File: config.mk
export PLATFORM = sky130hd
export DESIGN_NAME = fifo_thresh
export DESIGN_NICKNAME = d
export VERILOG_FILES = /design/src/rtl/fifo_pkg.sv /design/src/rtl/fifo_ram.sv /design/src/rtl/fifo_thresh.sv
export SDC_FILE = /design/constraint.sdc
export NUM_CORES = 1
export LEC_CHECK = 0
export BUFFER_PORTS_ARGS = -buffer_cell sky130_fd_sc_hd__buf_2
export CAP_MARGIN = 10
export CORE_MARGIN = 5
export CORE_UTILIZATION = 35
export CTS_CLUSTER_DIAMETER = 80
export CTS_CLUSTER_SIZE = 10
export DETAILED_ROUTE_END_ITERATION = 8
export GPL_ROUTABILITY_DRIVEN = 0
export SETUP_SLACK_MARGIN = 0.4
export SKIP_LAST_GASP = 1
export SYNTH_ARGS = -nofsm -noshare
export SYNTH_HDL_FRONTEND = slang
export SYNTH_SLANG_ARGS = --single-unit
File: constraint.sdc
create_clock -name clock -period 4.6 [get_ports clock]
set_input_delay 0.92 -clock clock [delete_from_list [all_inputs] [get_ports clock]]
set_output_delay 0.92 -clock clock [all_outputs]
set_load 0.02 [all_outputs]
File: src/rtl/fifo_pkg.sv
// Shared constants for the threshold FIFO: read-mode selectors and the
// level/pointer width helper.
package fifo_pkg;

  localparam int FWFT_OFF = 0;
  localparam int FWFT_ON  = 1;

  // Pointers and level carry one extra bit so that "full" (level == depth) is representable.
  function automatic int level_w(input int addr_w);
    return addr_w + 1;
  endfunction

endpackage

File: src/rtl/fifo_ram.sv
// Storage array for fifo_thresh: one synchronous write port and one
// asynchronous read port. The contents are not reset.
module fifo_ram #(
  parameter int ADDR_W = 5,
  parameter int DATA_W = 8
) (
  input  logic              clock,
  input  logic              we_i,
  input  logic [ADDR_W-1:0] waddr_i,
  input  logic [DATA_W-1:0] wdata_i,
  input  logic [ADDR_W-1:0] raddr_i,
  output logic [DATA_W-1:0] rdata_o
);

  logic [DATA_W-1:0] mem_q [2**ADDR_W];

  always_ff @(posedge clock) begin
    if (we_i) mem_q[waddr_i] <= wdata_i;
  end

  assign rdata_o = mem_q[raddr_i];

endmodule

File: src/rtl/fifo_thresh.sv
// Synchronous FIFO with programmable almost-full/almost-empty flags, a
// registered or first-word-fall-through read, and optional sticky error flags
// (macro FIFO_THRESH_ERR_FLAGS_EN).
module fifo_thresh
  import fifo_pkg::*;
#(
  parameter int ADDR_W = 5,
  parameter int DATA_W = 8,
  parameter int FWFT   = 0
) (
  input  logic              clock,
  input  logic              reset_n,
  input  logic [DATA_W-1:0] data_in,
  input  logic              write_en,
  output logic              fifo_full,
  input  logic              read_en,
  output logic [DATA_W-1:0] data_out,
  output logic              fifo_empty,
  output logic [ADDR_W:0]   level,
  input  logic [ADDR_W:0]   afull_thresh,
  input  logic [ADDR_W:0]   aempty_thresh,
  output logic              almost_full,
  output logic              almost_empty,
  output logic              overflow,
  output logic              underflow,
  input  logic              err_clr
);

  localparam int LW    = level_w(ADDR_W);
  localparam int DEPTH = 2**ADDR_W;

  logic [LW-1:0]     wr_ptr_q, wr_ptr_d;
  logic [LW-1:0]     rd_ptr_q, rd_ptr_d;
  logic [LW-1:0]     level_q, level_d;
  logic [DATA_W-1:0] ram_rdata;
  logic              wr_fire, rd_fire;

  // Handshake: a write transfers on an edge where write_en=1 and fifo_full=0;
  // a read transfers on an edge where read_en=1 and fifo_empty=0. A request
  // made against the opposite condition is dropped and changes no state.
  assign fifo_full  = (level_q == LW'(DEPTH));
  assign fifo_empty = (level_q == '0);
  assign wr_fire    = write_en && !fifo_full && reset_n;
  assign rd_fire    = read_en && !fifo_empty && reset_n;

  assign level        = level_q;
  assign almost_full  = (level_q >= afull_thresh);
  assign almost_empty = (level_q <= aempty_thresh);

  always_comb begin
    wr_ptr_d = wr_ptr_q;
    rd_ptr_d = rd_ptr_q;
    level_d  = level_q;
    if (wr_fire) wr_ptr_d = wr_ptr_q + LW'(1);
    if (rd_fire) rd_ptr_d = rd_ptr_q + LW'(1);
    case ({wr_fire, rd_fire})
      2'b10:   level_d = level_q + LW'(1);
      2'b01:   level_d = level_q - LW'(1);
      default: level_d = level_q;
    endcase
  end

  always_ff @(posedge clock) begin
    if (!reset_n) begin
      wr_ptr_q <= '0;
      rd_ptr_q <= '0;
      level_q  <= '0;
    end else begin
      wr_ptr_q <= wr_ptr_d;
      rd_ptr_q <= rd_ptr_d;
      level_q  <= level_d;
    end
  end

  fifo_ram #(
    .ADDR_W (ADDR_W),
    .DATA_W (DATA_W)
  ) u_ram (
    .clock   (clock),
    .we_i    (wr_fire),
    .waddr_i (wr_ptr_q[ADDR_W-1:0]),
    .wdata_i (data_in),
    .raddr_i (rd_ptr_q[ADDR_W-1:0]),
    .rdata_o (ram_rdata)
  );

  generate
    if (FWFT == FWFT_ON) begin : g_fwft
      // Head entry is visible straight from the array; meaningless while empty.
      assign data_out = ram_rdata;
    end else begin : g_reg_read
      logic [DATA_W-1:0] dout_q, dout_d;

      always_comb begin
        dout_d = dout_q;
        if (rd_fire) dout_d = ram_rdata;
      end

      always_ff @(posedge clock) begin
        if (!reset_n) dout_q <= '0;
        else          dout_q <= dout_d;
      end

      assign data_out = dout_q;
    end
  endgenerate

`ifdef FIFO_THRESH_ERR_FLAGS_EN
  logic ovf_q, ovf_d, unf_q, unf_d;

  // A new error event takes priority over a clear in the same cycle.
  always_comb begin
    ovf_d = ovf_q;
    unf_d = unf_q;
    if (err_clr) begin
      ovf_d = 1'b0;
      unf_d = 1'b0;
    end
    if (write_en && fifo_full)  ovf_d = 1'b1;
    if (read_en  && fifo_empty) unf_d = 1'b1;
  end

  always_ff @(posedge clock) begin
    if (!reset_n) begin
      ovf_q <= 1'b0;
      unf_q <= 1'b0;
    end else begin
      ovf_q <= ovf_d;
      unf_q <= unf_d;
    end
  end

  assign overflow  = ovf_q;
  assign underflow = unf_q;
`else
  logic unused_err_clr;
  assign unused_err_clr = err_clr;
  assign overflow       = 1'b0;
  assign underflow      = 1'b0;
`endif

endmodule

==> run_results.csv, run 1 <==
group,metric,value,unit
min_path,holdCritPathClass,"flop to flop",
pwr,p_sw_share,24.0,%
logic_synthesis,synthCells,701,
pwr,p_leak,4.20,nW
setup_path,cp-end-kind,"flop",
logic_synthesis,synth_area_per_cell,16.5,µm²
sta,worst_pin_slew,0.931,ns
setup_path,worst_path_most_repeated_cell,"ha_1",
run_status,outcome,"finished clean",
grt,grt_pass1_vias,6304,
routing,post-route-drc-count,0,
setup_path,cp_slowest_cell,"or4_4",
grt,grt_usage,13.4,%
die,die_w,192,µm
pwr,power.density,444,mW/mm²
pwr,power.switching,0.00139,W
logic_synthesis,syn_area,0.0116,mm²
clock_tree,cts_hold_buf,0,
die,rows,66,
routing,wl_met1,10800,µm
routing,drtIter0Drc,421,
placed_design,port_buffers,41,
clock_tree,clkTransAtPathRegs,0.05,ns
setup_path,start_kind,"flop",
final_layout,final_util,40.2,%
die,die-area,0.0368,mm²
sta,fin_crit,3.46,ns
routing,viasPerCell,5.12,
clock_tree,cts_resized,0,
logic_synthesis,synth_cell_types,58,
routing,dr_wl_met2,11600,µm
logic_synthesis,synth-seq-cells,280,
placed_design,dpl_cell_area,0.0122,mm²
setup_path,crit_fanout,9,
clock_tree,cts.path.max_buffers,3,
sta,setup_tns,0,ns
pwr,vdd_ir_drop_max,0.295,mV
sta,slew_viol_final,0,
clock_tree,cts_sinks,280,
pwr,p_comb_share,12.5,%
final_layout,area_delta_synth_final,13.0,%
logic_synthesis,ys_warn_count,0,
sta,final.setup_skew,0.0323,ns
setup_path,critical_path_required,5.04,ns
sta,fmax,0.289,GHz
placed_design,place_ws,1.14,ns
grt,grt_pass1_wl,37500,µm
final_layout,n_antenna_cell,0,
grt,grt_overflow_total,0,
routing,routedWlPerCell,20.4,µm
pwr,pwr-share-clk,37.7,%
final_layout,nets,795,
setup_path,cp.arrival,3.90,ns
clock_tree,cts_tree,"built",
die,fp.coreArea,0.0325,mm²
sta,fin_ws,1.14,ns
grt,antenna_found_initial,0,
job,drv_cap,0,
placed_design,dpl.hpwl,15600,µm
die,pin_count,45,
clock_tree,cts_made_buffers,31,
sta,rsz0062_at_grt,"no",
routing,postRouteAntennaNets,0,
logic_synthesis,ys_seq_area_share,70.6,%
logic_synthesis,synth-edff-count,256,
routing,top_layer_used,"met4",
final_layout,finish.instance_area,0.0131,mm²
sta,slew_headroom,37.7,%
die,die-height,192,µm
die,initial_core_util,35.5,%
routing,vias,6215,
logic_synthesis,synthFlopType,"edfxtp_1",
sta,finalHoldViolations,0,
routing,wl_met3,1730,µm
routing,drtPass1Iterations,5,
clock_tree,cts_setup_buffers,0,
routing,routed_wl,24700,µm
clock_tree,clk_latency,0.57,ns
pwr,p_int,0.00441,W
sta,setup_viol,0,
setup_path,max_stage_delay,0.58,ns
clock_tree,clockRootBuffer,"clkbuf_16",
pwr,pwr-share-seq,49.8,%
clock_tree,htreeDepth,1,
sta,timing.final.crit_share,75.2,%
grt,grt_max_degree,40,
setup_path,worst-setup-path-type,"flop to flop",
final_layout,drive_gt1_share,17.0,%
setup_path,cp_cell_sequence,"or4_4, o31a_1, nand2_1, inv_1, ha_1, ha_1, or4b_1, a311o_1, o311ai_0, xnor2_1, and2_1",
logic_synthesis,synthArstFlopShare,0,%
sequential cells by signal, indices dropped and copies added, names as in the netlist:
name         count
data_out         8
level            6
rd_ptr_q         5
u_ram.mem_q    256
wr_ptr_q         5
power by group through the flow:
stage	sequential, W	clock (W)	combinational, W
2_1_floorplan	0.00291	0	0.000582
3_3_place_gp	0.00295	0	0.000722
3_5_place_dp	0.00295	0	0.000730
4_1_cts	0.00289	0.00224	0.000731
5_1_grt	0.00290	0.00235	0.000788
6_report	0.00289	0.00219	0.000729
through the flow:
stage	instances	hold WS [ns]	power, W
4_1_cts	1213	0.484	0.00587
3_3_place_gp	1156	0.475	0.00367
3_5_place_dp	1156	0.472	0.00368
6_report	1213	0.490	0.00581
5_1_grt	1213	0.510	0.00603
2_1_floorplan	702	0.481	0.00349
synthesized netlist by cell type (7+ instances only):
library cell | instances | area (µm²)
a21oi_1 | 20 | 100
a22o_2 | 7 | 70.1
a22oi_1 | 8 | 60.1
and2_1 | 14 | 87.6
buf_2 | 10 | 50.1
buf_4 | 8 | 60.1
clkbuf_1 | 11 | 41.3
dfxtp_1 | 24 | 480
edfxtp_1 | 256 | 7690
ha_1 | 22 | 275
inv_1 | 19 | 71.3
mux2_2 | 8 | 90.1
mux2i_1 | 73 | 731
mux4_2 | 23 | 518
nand2_1 | 23 | 86.3
nor2_1 | 40 | 150
nor3_1 | 9 | 45.0
o21ai_0 | 12 | 60.1
o22ai_1 | 22 | 138
o32ai_1 | 7 | 61.3
xnor2_1 | 9 | 78.8
layout make-up:
class                      instances  area [µm²]
tap                              442         553
multi-input combinational        364        3090
clock inverter                     1        20.0
timing repair buffer              51         293
sequential                       280        8170
clock buffer                      56         870
fill                            3005       19500
inverter                          19        71.3
cell usage in the layout, fill, tap and decap left out, types with 3 or more instances in the layout:
master,Yosys,final
clkbuf_1,11,25
and2_1,14,14
clkbuf_16,0,31
nor4_1,3,3
xnor2_1,9,9
buf_2,10,41
edfxtp_1,256,256
nor2_1,40,40
a21o_1,4,4
buf_4,8,9
dfxtp_1,24,23
mux2i_1,73,73
o221ai_1,3,3
o21a_1,4,4
ha_1,22,22
nand2_1,23,23
a211oi_1,4,4
nand4_1,4,4
inv_1,19,19
a22oi_1,8,8
nor3_1,9,9
mux4_2,23,23
or3b_2,3,3
o22ai_1,22,22
a22o_2,7,7
o32ai_1,7,7
nand3_1,3,3
mux2_2,8,8
nand3b_1,6,6
nor2b_1,6,6
a21oi_1,20,20
o21ai_0,12,12
critical path: cells and delay by family (launching register included):
| kind | cells | cell delay (ns) |
|---|---|---|
| AO/OA/AOI/OAI | 3 | 0.84 |
| XOR/XNOR | 1 | 0.10 |
| adder cells (fa/ha/maj) | 2 | 0.56 |
| buffers and inverters | 1 | 0.05 |
| flip-flops | 1 | 0.37 |
| AND/OR/NAND/NOR | 4 | 1.42 |
worst paths after layout:
kind                                    end  slack [ns]         from  cells after the start
worst max-delay path               level[5]        1.14     level[1]                     11
worst min-delay path            data_out[3]        0.49  data_out[3]                      1
worst max register to register     level[5]        1.14     level[1]                     11
worst min register to register  data_out[3]        0.49  data_out[3]                      1
per-layer routing:
layer | GRT usage [%] | vias up
li1 | - | 2839
met1 | 18.4 | 3137
met2 | 22.0 | 198
met3 | 2.67 | 41
met4 | 3.59 | 0
met5 | 0 | -
cell families after synthesis:
| kind of cell | after synthesis | synth area share [%] |
|---|---|---|
| AO/OA/AOI/OAI | 100 | 5.96 |
| buffers and inverters | 58 | 2.66 |
| flip-flops | 280 | 70.6 |
| adder cells (fa/ha/maj) | 23 | 2.55 |
| other | 1 | 0.0324 |
| AND/OR/NAND/NOR | 123 | 5.51 |
| XOR/XNOR | 11 | 0.833 |
| multiplexers | 105 | 11.8 |
Power figures use the tool's default switching activity.
==> run 2, diff against run 1 <==
--- a/config.mk
+++ b/config.mk
@@ -5,6 +5,7 @@
 export SDC_FILE = /design/constraint.sdc
 export NUM_CORES = 1
 export LEC_CHECK = 0
+export ABC_AREA = 1
 export BUFFER_PORTS_ARGS = -buffer_cell sky130_fd_sc_hd__buf_2
 export CAP_MARGIN = 10
 export CORE_MARGIN = 5
==> constraint.sdc (replaced) <==
create_clock -name clock -period 3.5 [get_ports clock]
set_input_delay 0.7 -clock clock [delete_from_list [all_inputs] [get_ports clock]]
set_output_delay 0.7 -clock clock [all_outputs]
set_load 0.02 [all_outputs]
==> run 2 against run 1 <==
Against the previous run: clock-buffer cell count grew 1; combinational power is 71% higher; maximum frequency rose by 22%; clock skew shrank 0.019 ns; global-route usage up 1.2 points; final area rose by 6.5%; critical path type unchanged; largest cell class unchanged; largest power group unchanged.
==> run_results.csv, run 2 <==
group,metric,value,unit
run_status,outcome,"finished clean",
setup_path,cp.arrival,3.27,ns
setup_path,cp-end-kind,"flop",
clock_tree,cts_hold_buf,0,
clock_tree,clockRootBuffer,"clkbuf_16",
logic_synthesis,synth_area_per_cell,10.2,µm²
routing,vias,8350,
logic_synthesis,synth-seq-cells,280,
final_layout,nFillCells,3425,
die,die-height,199,µm
die,rows,69,
clock_tree,clkTransAtPathRegs,0.06,ns
sta,slew_viol_final,0,
final_layout,drive_gt1_share,8.24,%
clock_tree,cts_setup_buffers,0,
routing,drtPass1Iterations,5,
routing,dr_wl_met2,13900,µm
pwr,vdd_ir_drop_max,0.377,mV
clock_tree,cts_resized,0,
setup_path,path_delay_family,"adder cells",
die,die-area,0.0394,mm²
sta,fin_crit,2.83,ns
setup_path,ff2ff_setup_slack,0.67,ns
logic_synthesis,synth_top_area_cell,"edfxtp_1",
final_layout,regArea,0.00817,mm²
clock_tree,cts_made_buffers,31,
sta,fmax,0.354,GHz
logic_synthesis,synth_top_area_share,61.8,%
final_layout,nets,1309,
job,drv_cap,0,
logic_synthesis,ys_seq_area_share,65.7,%
setup_path,path_depth,13,
min_path,hold_depth,3,
final_layout,final_common_cell,"nand2_1",
setup_path,cp_slowest_cell,"dfxtp_1",
die,initial_core_util,35.2,%
grt,grt_usage,14.6,%
final_layout,finish.instance_area,0.0139,mm²
logic_synthesis,synthCells,1222,
setup_path,reg2reg_to,"level[4]",
die,pin_count,45,
routing,post-route-drc-count,0,
placed_design,dpl_cell_area,0.0130,mm²
sta,finalHoldViolations,0,
sta,setup_viol,0,
sta,setup_tns,0,ns
min_path,hold_start,"reset_n",
setup_path,critical_path_buf_inv_count,3,
routing,routed_wl,29300,µm
setup_path,cp_cell_sequence,"inv_1, nand4_1, nor2_1, nand2_1, nand2_2, nor2_4, ha_1, inv_1, fa_1, o21ai_0, xor2_1, o21ai_0, inv_1",
routing,postRouteAntennaNets,0,
routing,wl_met3,1540,µm
min_path,holdCritPathClass,"primary input to flop",
sta,slew_headroom,27.4,%
sta,worst_pin_slew,1.09,ns
setup_path,critical_path_required,3.95,ns
sta,fin_ws,0.674,ns
setup_path,reg2reg_depth,13,
routing,top_layer_used,"met4",
sta,timing.final.crit_share,80.7,%
routing,drtIter0Drc,818,
logic_synthesis,ys_warn_count,0,
clock_tree,cts_sinks,280,
placed_design,place_ws,0.511,ns
sta,final.setup_skew,0.0132,ns
setup_path,worst_path_most_repeated_cell,"inv_1",
final_layout,largest_register_ffs,256,
clock_tree,cts_tree,"built",
logic_synthesis,synthFlopType,"edfxtp_1",
sta,whs,0.459,ns
grt,grt_max_degree,99,
final_layout,final_cell_mix,"nand2_1, edfxtp_1, nand3_1",
logic_synthesis,synthArstFlopShare,0,%
logic_synthesis,synthTopCellsByCount,"nand2_1, edfxtp_1, nand3_1, inv_1, nor2_1",
clock_tree,htreeDepth,1,
logic_synthesis,syn_area,0.0124,mm²
setup_path,regToRegStartpoint,"level[3]",
routing,wl_met1,13100,µm
final_layout,multiInputGateArea,0.00336,mm²
logic_synthesis,synth_cell_types,32,
pwr,p_leak,5.58,nW
routing,viasPerCell,4.78,
setup_path,max_stage_delay,0.47,ns
final_layout,area_delta_synth_final,11.9,%
routing,routedWlPerCell,16.8,µm
logic_synthesis,synthTopCellsByArea,"edfxtp_1, nand2_1, nand3_1, inv_1, dfxtp_1",
setup_path,worst-setup-path-type,"flop to flop",
placed_design,dpl.hpwl,17400,µm
clock_tree,cts.path.max_buffers,3,
grt,grt_overflow_total,0,
grt,antenna_found_initial,0,
logic_synthesis,synth-edff-count,256,
pwr,power.density,566,mW/mm²
grt,grt_pass1_vias,7882,
logic_synthesis,synth.most_common_cell,"nand2_1",
clock_tree,clk_latency,0.55,ns
setup_path,crit_path_end,"level[4]",
setup_path,crit_start,"level[3]",
final_layout,n_antenna_cell,0,
placed_design,port_buffers,41,
setup_path,crit_fanout,13,
die,fp.coreArea,0.0353,mm²
final_layout,regMostFlops,"u_ram.mem_q",
grt,grt_pass1_wl,45100,µm
die,die_w,199,µm
setup_path,start_kind,"flop",
sta,rsz0062_at_grt,"no",
[run 2: cell count changes in the layout (fill, tap and decap cells not counted), moves of 14 or more]
cell / change
nand2_1: +354
nand3_1: +159
inv_1: +120
mux2i_1: -73
nor2_1: +45
a21oi_1: +23
mux4_2: -23
o22ai_1: -22
and2_1: -14
[run 2: layout make-up]
type	instances	share of cell area, %
Clock inverter	1	0.0629
Sequential cell	280	58.7
Clock buffer	57	6.27
Timing Repair Buffer	61	2.64
Inverter	149	4.03
Multi-Input combinational cell	738	24.1
Tap cell	461	4.14
[run 2: how the worst min path moves through the flow]
stage | slack, ns | endpoint
after global placement | 0.51 | data_out[7]
final | 0.46 | rd_ptr_q[2]
after detailed placement | 0.50 | data_out[5]
after floorplan | 0.49 | wr_ptr_q[2]
after global routing | 0.46 | rd_ptr_q[2]
after CTS | 0.43 | rd_ptr_q[2]
[run 2: cells by family (layout without fill, tap and decap cells)]
| group | Yosys count | in the layout | share of synthesized area, % |
|---|---|---|---|
| fa+ha+maj | 23 | 23 | 2.37 |
| flops | 280 | 280 | 65.7 |
| xor+xnor | 7 | 7 | 0.493 |
| simple gates | 636 | 636 | 21.1 |
| other cells | 1 | 2 | 0.0301 |
| buf+inv | 205 | 268 | 7.36 |
| compound gates | 70 | 70 | 2.96 |
[run 2: through the flow]
step                      util (%)  std cells  power (W)
after floorplan                  -       1223    0.00472
after global placement        36.9       1689    0.00505
after detailed placement      36.9       1689    0.00507
after CTS                     39.4       1747    0.00797
after global routing          39.4       1747    0.00824
final                         39.4       1747    0.00788
[run 2: routing by layer]
layer | up-vias | global-route usage [%]
met3 | 59 | 2.00
li1 | 4117 | -
met1 | 3947 | 20.5
met2 | 227 | 23.8
met5 | - | 0
met4 | 0 | 4.36
[run 2: tightest hold or removal path, cell delays in order]
cell     delay, ns
buf_2         0.15
nand2_1       0.08
a21oi_1       0.03
[run 2: report_power, final]
group          internal, W  total (W)  switching (W)  leakage [nW]
clock network      0.00166    0.00289        0.00124         0.417
registers          0.00369    0.00374      0.0000506          2.50
logic             0.000356    0.00125       0.000892          2.66
